File: src/rtl/wb_memtest_master.sv
// rtl/wb_memtest_master.sv - Wishbone master that fills a word range with an LFSR pattern and reads it back.
// Single classic transfers with one idle cycle between them; a per-transfer ack timeout aborts the run.
module wb_memtest_master #(
  parameter logic [31:0] BASE_ADR = 32'h0000_0000,
  parameter int unsigned WORDS    = 1024,
  parameter logic [31:0] SEED     = 32'h0000_0001,
  parameter int unsigned TIMEOUT  = 255
) (
  input  logic        clk,
  input  logic        reset,
  input  logic        start,
  output logic        busy,
  output logic        done,
  output logic        pass,
  output logic        timeout,
  output logic [15:0] err_count,
  output logic [31:0] first_err_adr,
  output logic        wb_cyc_o,
  output logic        wb_stb_o,
  output logic        wb_we_o,
  output logic [31:0] wb_adr_o,
  output logic [3:0]  wb_sel_o,
  output logic [31:0] wb_dat_o,
  input  logic [31:0] wb_dat_i,
  input  logic        wb_ack_i
);

  localparam logic [31:0] SEED_EFF = (SEED == 32'h0) ? 32'h0000_0001 : SEED;
  localparam logic [23:0] LAST_IDX = 24'(WORDS - 1);
  localparam logic [15:0] TO_LAST  = 16'(TIMEOUT - 1);

  typedef enum logic [1:0] {
    S_IDLE,
    S_WR,
    S_RD,
    S_FIN
  } state_t;

  state_t      state_q, state_d;
  logic [31:0] lfsr_q, lfsr_d;
  logic [23:0] idx_q, idx_d;
  logic        stb_q, stb_d;
  logic [15:0] to_cnt_q, to_cnt_d;
  logic        busy_q, busy_d;
  logic        done_q, done_d;
  logic        pass_q, pass_d;
  logic        timeout_q, timeout_d;
  logic [15:0] err_count_q, err_count_d;
  logic [31:0] first_err_adr_q, first_err_adr_d;

  logic [31:0] lfsr_next;
  logic [31:0] cur_adr;
  logic        ack;
  logic        to_hit;
  logic        last_word;

  assign lfsr_next = {lfsr_q[30:0], lfsr_q[31] ^ lfsr_q[21] ^ lfsr_q[1] ^ lfsr_q[0]};
  assign cur_adr   = BASE_ADR + {6'd0, idx_q, 2'b00};
  assign last_word = (idx_q == LAST_IDX);
  // An ack outside an active strobe is not part of any transfer and is dropped here.
  assign ack       = stb_q & wb_ack_i;
  // Ack on the final allowed cycle still completes the transfer.
  assign to_hit    = stb_q & ~wb_ack_i & (to_cnt_q == TO_LAST);

  always_comb begin
    state_d         = state_q;
    lfsr_d          = lfsr_q;
    idx_d           = idx_q;
    stb_d           = stb_q;
    busy_d          = busy_q;
    done_d          = 1'b0;
    pass_d          = pass_q;
    timeout_d       = timeout_q;
    err_count_d     = err_count_q;
    first_err_adr_d = first_err_adr_q;
    to_cnt_d        = (stb_q && !wb_ack_i) ? to_cnt_q + 16'd1 : 16'd0;

    case (state_q)
      S_IDLE: begin
        if (start) begin
          err_count_d     = 16'd0;
          first_err_adr_d = 32'd0;
          timeout_d       = 1'b0;
          pass_d          = 1'b0;
          lfsr_d          = SEED_EFF;
          idx_d           = 24'd0;
          busy_d          = 1'b1;
          stb_d           = 1'b1;
          state_d         = S_WR;
        end
      end

      S_WR: begin
        if (to_hit) begin
          timeout_d = 1'b1;
          stb_d     = 1'b0;
          state_d   = S_FIN;
        end else if (ack) begin
          stb_d = 1'b0;
          if (last_word) begin
            lfsr_d  = SEED_EFF;
            idx_d   = 24'd0;
            state_d = S_RD;
          end else begin
            lfsr_d = lfsr_next;
            idx_d  = idx_q + 24'd1;
          end
        end else if (!stb_q) begin
          stb_d = 1'b1;
        end
      end

      S_RD: begin
        if (to_hit) begin
          timeout_d = 1'b1;
          stb_d     = 1'b0;
          state_d   = S_FIN;
        end else if (ack) begin
          stb_d = 1'b0;
          if (wb_dat_i != lfsr_q) begin
            if (err_count_q != 16'hFFFF) begin
              err_count_d = err_count_q + 16'd1;
            end
            if (err_count_q == 16'd0) begin
              first_err_adr_d = cur_adr;
            end
          end
          lfsr_d = lfsr_next;
          idx_d  = idx_q + 24'd1;
          if (last_word) begin
            state_d = S_FIN;
          end
        end else if (!stb_q) begin
          stb_d = 1'b1;
        end
      end

      S_FIN: begin
        done_d  = 1'b1;
        busy_d  = 1'b0;
        pass_d  = (err_count_q == 16'd0) && !timeout_q;
        state_d = S_IDLE;
      end

      default: begin
        state_d = S_IDLE;
      end
    endcase
  end

  always_ff @(posedge clk) begin
    if (reset) begin
      state_q         <= S_IDLE;
      lfsr_q          <= SEED_EFF;
      idx_q           <= 24'd0;
      stb_q           <= 1'b0;
      to_cnt_q        <= 16'd0;
      busy_q          <= 1'b0;
      done_q          <= 1'b0;
      pass_q          <= 1'b0;
      timeout_q       <= 1'b0;
      err_count_q     <= 16'd0;
      first_err_adr_q <= 32'd0;
    end else begin
      state_q         <= state_d;
      lfsr_q          <= lfsr_d;
      idx_q           <= idx_d;
      stb_q           <= stb_d;
      to_cnt_q        <= to_cnt_d;
      busy_q          <= busy_d;
      done_q          <= done_d;
      pass_q          <= pass_d;
      timeout_q       <= timeout_d;
      err_count_q     <= err_count_d;
      first_err_adr_q <= first_err_adr_d;
    end
  end

  assign busy          = busy_q;
  assign done          = done_q;
  assign pass          = pass_q;
  assign timeout       = timeout_q;
  assign err_count     = err_count_q;
  assign first_err_adr = first_err_adr_q;

  // Address/data/select are forced to zero between transfers so the bus is quiet when idle.
  assign wb_cyc_o = stb_q;
  assign wb_stb_o = stb_q;
  assign wb_we_o  = stb_q && (state_q == S_WR);
  assign wb_adr_o = stb_q ? cur_adr : 32'd0;
  assign wb_sel_o = stb_q ? 4'hF : 4'h0;
  assign wb_dat_o = (stb_q && (state_q == S_WR)) ? lfsr_q : 32'd0;

endmodule

File: config.mk
export PLATFORM = sky130hd
export DESIGN_NAME = wb_memtest_master
export DESIGN_NICKNAME = d
export VERILOG_FILES = /design/src/rtl/wb_memtest_master.sv
export SDC_FILE = /design/constraint.sdc
export NUM_CORES = 1
export LEC_CHECK = 0
export CELL_PAD_IN_SITES_DETAIL_PLACEMENT = 1
export CELL_PAD_IN_SITES_GLOBAL_PLACEMENT = 1
export CORE_MARGIN = 2
export CORE_UTILIZATION = 47
export CTS_CLUSTER_DIAMETER = 50
export DETAILED_ROUTE_END_ITERATION = 12
export DONT_BUFFER_PORTS = 1
export PLACE_DENSITY = 0.83
export SLEW_MARGIN = 10
export SYNTH_ARGS = -nofsm -noshare
export SYNTH_HDL_FRONTEND = slang
export SYNTH_SLANG_ARGS = --single-unit
File: constraint.sdc
create_clock -name clk -period 2.65 [get_ports clk]
set_input_delay 0.795 -clock clk [delete_from_list [all_inputs] [get_ports clk]]
set_output_delay 0.795 -clock clk [all_outputs]
set_load 0.005 [all_outputs]
=== After elaboration in Yosys (flattened, before gate mapping) ===
Cells that the tools add are included.

* Register bits: 127
* Input bits: 36
* Logic and storage cells: 109

* Add/subtract/negate cells: 3
* Equality and inequality tests: 20
* Muxes and demuxes: 47
* Bitwise logic cells: 8
* Reductions and logical operators: 20

{| class="wikitable"
|+ Operators with widths
! cell !! count
|-
| $mux W32 || 12
|-
| $mux W24 || 6
|-
| $pmux W32 S3 || 1
|-
| $mux W16 || 5
|-
| $pmux W24 S3 || 1
|-
| $pmux W32 S2 || 1
|-
| $add A16 B1 Y16 const B || 2
|-
| $ne A32 B32 Y1 || 1
|-
| $pmux W16 S2 || 1
|-
| $mux W26 || 1
|-
| $add A24 B1 Y24 const B || 1
|-
| $eq A24 B10 Y1 const B || 1
|-
| $reduce_and A6 Y1 || 3
|-
| $eq A16 B8 Y1 const B || 1
|-
| $logic_not A16 Y1 || 1
|-
| $ne A16 B16 Y1 const B || 1
|-
| $ne A2 B2 Y1 const B || 8
|-
| $mux W2 || 7
|-
| $ne A3 B3 Y1 const B || 4
|-
| $pmux W1 S2 || 4
|-
| $pmux W2 S4 || 1
|-
| $mux W1 || 6
|-
| $reduce_bool A2 Y1 || 3
|-
| $reduce_and A5 Y1 || 1
|-
| other kinds (14) || 25
|}

=== Depth between registers and ports, before layout ===
* Word-level depth: 7
* Depth in mapped cells: 11
* Mapped depth without buffers: 8

=== Worst setup path after synthesis ===
OpenSTA, ideal clock, no wires.

* Path type: register to register
* Start: reg state_q[0]
* End: reg idx_q[23]
* Setup time: 0.116 ns
* Arrival: 2.243 ns
* Slack: 0.291 ns
* Cell stages (with the launch flop): 11
* Buffers on the path: 2
* Path through: dfxtp_1 > inv_1 > ha_1 > buf_2 > or3b_4 > a211oi_2 > or4b_1 > buf_6 > nor2_4 > xnor2_1 > nor2_2

* Longest elaborated chain between the ends: 3
* Elaborated cells between the ends (all ways): 11

{| class="wikitable"
|+ Ends and longest elaborated chain
! what !! RTL line !! text
|-
| start, declared || 39 || <nowiki>state_t state_q, state_d;</nowiki>
|-
| start signal, assigned || 165 || <nowiki>state_q <= state_d;</nowiki>
|-
| $eq A2 B2 Y1 (tied with other cells) || 78 || <nowiki>case (state_q)</nowiki>
|-
| $ne A2 B2 Y1 (no line) / $reduce_bool A3 Y1 (equally long branches) || -- ||
|-
| $reduce_and A6 Y1 (no line) || -- ||
|-
| end signal, assigned || 167 || <nowiki>idx_q <= idx_d;</nowiki>
|-
| end, declared || 41 || <nowiki>logic [23:0] idx_q, idx_d;</nowiki>
|}

Parallel ways exist; a longest one is shown, timed or not.
A chain may end at the register's enable or synchronous reset.

=== Final worst setup path ===
* Start: reg state_q[1]
* End: out wb_dat_o[3]

* Longest elaborated chain between the ends: 3

{| class="wikitable"
|+ Ends and longest elaborated chain
! what !! RTL line !! text
|-
| $eq A2 B1 Y1 || 192 || <nowiki>assign wb_dat_o = (stb_q && (state_q == S_WR)) ? lfsr_q : 32'd0;</nowiki>
|-
| $logic_and A1 B1 Y1 || 192 ||
|-
| $mux W32 || 192 ||
|-
| end, declared || 23 || <nowiki>output logic [31:0] wb_dat_o,</nowiki>
|}

Every way passes these cells.

==> flow_summary.json <==
{
  "htreeDepth": 4,
  "crit-reg2reg-launch": "state_q[1]",
  "internal_power_w": 0.00400,
  "clk_pin_slew_ns": 0.06,
  "io_pins": 159,
  "cellPowerDensity_mw_per_mm2": 867,
  "grt_pass1_wl_microns": 31100,
  "grt_max_degree": 72,
  "worst_hold_path.endpoint": "first_err_adr[20]",
  "whs_ns": 0.445,
  "crit_fanout": 36,
  "num_rows": 41,
  "antenna_cells": 0,
  "power_leakage_nw": 2.44,
  "synth_top_area_cell": "dfxtp_1",
  "cts.repair.resized": 0,
  "regToRegSetupSlack_ns": 0.16,
  "p_switching_w": 0.00206,
  "p_seq_share_pct": 31.4,
  "cts_buffer_depth": 2,
  "worst-setup-path-type": "reg -> out",
  "drt-total-wl_microns": 19600,
  "p_sw_share_pct": 34.0,
  "critPathArrivalTime_ns": 1.71,
  "synth_flop_cell": "dfxtp_1",
  "initial_utilization_pct": 48.7,
  "setup_ws_ns": 0.142,
  "cp-startpoint": "state_q[1]",
  "wire_per_inst_microns": 21.2,
  "hold_viol": 0,
  "syn_inst": 748,
  "ctsHoldBuffers": 0,
  "synth_seq_area_share_pct": 38.5,
  "worstPathRequired_ns": 1.86,
  "drtIter0Drc": 410,
  "antenna_found_initial": 0,
  "ff2ff_path_depth": 8,
  "cts_made_buffers": 17,
  "synth_seq_cells": 119,
  "dieArea_sq_mm": 0.0141,
  "hp-class": "in -> reg",
  "tns_ns": 0,
  "synthesis.area_sq_mm": 0.00619,
  "grt_overflow": 0,
  "core_area_sq_mm": 0.0127,
  "drc_errors": 0,
  "hp-start": "reset",
  "gr-usage-all-layers_pct": 27.8,
  "syn_area_per_cell_sq_um": 8.28,
  "port_buffers": 0,
  "async_flop_share_pct": 0,
  "finalCritPeriodShare_pct": 94.7,
  "finalClockSkew_ns": 0.0111,
  "fmax_mhz": 399,
  "synth_edf_count": 0,
  "die-width_microns": 119,
  "post-place-ws_ns": 0.0254,
  "tightestPinTransition_ns": 0.642,
  "synth.area.top_cells": "dfxtp_1 38%, xnor2_1 6.5%, nor2_1 4.8%",
  "clock-sinks": 119,
  "first_pass_iters": 5,
  "whs_path_depth": 1,
  "crit_path_start_kind": "flip-flop",
  "slew_viol_final": 0,
  "rsz0062_at_grt": "false",
  "p_clk_share_pct": 41.7,
  "fp.dieH_microns": 119,
  "fin_nets": 784,
  "finalSetupViolCount": 0,
  "cts_tree": "yes",
  "cts_setup_buffers": 0,
  "pwr-share-comb_pct": 26.9,
  "ys_warn_count": 0,
  "max_slew_margin_pct": 57.1,
  "clk_latency_ns": 0.42,
  "final_antenna_net_count": 0,
  "grt_pass1_vias": 5689,
  "drive_above_1_share_pct": 10.2,
  "hpwl_microns": 13100,
  "route.vias.total": 5681,
  "period_needed_ns": 2.51,
  "synth_top_area_share_pct": 38.5,
  "ys_types": 62,
  "r2r-end": "idx_q[16]",
  "area_growth_pct": 12.9,
  "max-vdd-ir-drop_mv": 0.559,
  "cts_root_buf": "clkbuf_16",
  "maxCapViolCount": 0,
  "globalplace.congestion": 0.896,
  "end_kind": "primary output",
  "post_drt_via_cell_ratio": 6.15,
  "fin_util_pct": 55.0,
  "status": "complete, no violations"
}
-- synth_stat cells (2+ instances only) --
cell and count:
or4_1 8, nand4bb_1 2, inv_1 18, nand4_1 43
dfxtp_1 119, o31a_1 3, o211ai_1 14, o311ai_0 4
nand2b_1 2, or3_1 6, buf_2 7, clkbuf_1 38
nor2_4 3, o31ai_1 4, nand2_1 41, buf_4 22
nor4b_1 3, and4_1 4, and2_1 27, nand3b_1 2
nor4_1 7, xor2_1 20, a21oi_1 41, nand3_1 16
and3_1 37, a31oi_1 4, nor2b_1 2, o21ai_1 2
ha_1 9, o41ai_1 2, nor2_1 79, a22oi_1 32
o21ai_0 36, nor2_2 3, xnor2_1 46, nor3_1 16
-- layout make-up --
| class | instances | area, sq um |
|---|---|---|
| inverters | 19 | 71.3 |
| repair buffers | 26 | 211 |
| multi-input cells | 556 | 3460 |
| clock inverters | 8 | 140 |
| fillers | 1527 | 5730 |
| well taps | 172 | 215 |
| clock buffers | 24 | 512 |
| flip-flops and latches | 119 | 2380 |
-- cells by family (layout without fill, tap and decap cells) --
family	after synthesis	count (layout)	synth area share, %
other	1	16	0.0606
DFF	119	119	38.5
AOI/OAI and AO/OA	154	154	15.9
muxes	1	1	0.162
and+or+nand+nor	310	310	27.3
xor gates and xnor gates	66	66	9.34
adders and majority gates	9	9	1.82
buffers and inverters	88	77	6.93
-- worst max path at each step --
stage,to,cells after the start
after global routing,idx_q[11],8
after floorplan,idx_q[23],10
final,wb_dat_o[3],4
after global placement,idx_q[19],8
after detailed placement,err_count[6],10
after CTS,err_count[6],10
-- critical path: stages (launching register included) --
cell and delay, ns:
dfxtp_1 0.34, inv_1 0.09, ha_1 0.24, buf_4 0.35, and3_1 0.27
-- power by group through the flow --
stage,combinational (W),sequential (W),clock [W]
floorplan,0.00117,0.00193,0
global placement,0.00150,0.00193,0
detailed placement,0.00159,0.00194,0
CTS,0.00160,0.00190,0.00256
global route,0.00177,0.00191,0.00265
finish,0.00163,0.00190,0.00253
-- metal layers --
metal | global-route usage, % | wire length [microns] | vias to the layer above
met3 | 7.58 | 1260 | 32
li1 | - | - | 2622
met5 | 0 | 0 | -
met1 | 33.9 | 8240 | 2805
met4 | 9.97 | 350 | 0
met2 | 46.8 | 9720 | 222
-- flip-flops by register name, indices dropped and copies added (netlist names), 2 cells and up --
signal and flops:
first_err_adr 24, to_cnt_q 16, state_q 2, idx_q 24, err_count 16, lfsr_q 32
-- per-stage QoR --
step / std cells / instance area (sq um) / total power (W)
3_3_place_gp: 892 / 6320 / 0.00343
6_report: 924 / 6990 / 0.00606
5_1_grt: 924 / 6990 / 0.00632
3_5_place_dp: 892 / 6320 / 0.00352
4_1_cts: 924 / 6970 / 0.00605
2_1_floorplan: 763 / 6250 / 0.00310
-- placed cells by master (no fill, tap or decap), drive strengths merged, types with 2 or more instances in the layout --
cell type	n
nand3b	2
conb	16
nand2b	2
nand4	43
or4	8
buf	26
and4	5
nor2	85
nand4bb	2
ha	9
and3	38
bufinv	4
a211oi	2
or3	6
o21ai	38
and2	27
o31ai	4
a21oi	41
o311ai	5
nor4	8
nand3	17
a31oi	4
xor2	20
o41ai	2
nor3	16
clkinv	5
clkbuf	24
xnor2	46
nor4b	3
nand2	41
o211ai	14
o31a	3
nor2b	2
inv	18
a22oi	32
dfxtp	119
No activity file was read; power rests on OpenSTA's default activity.
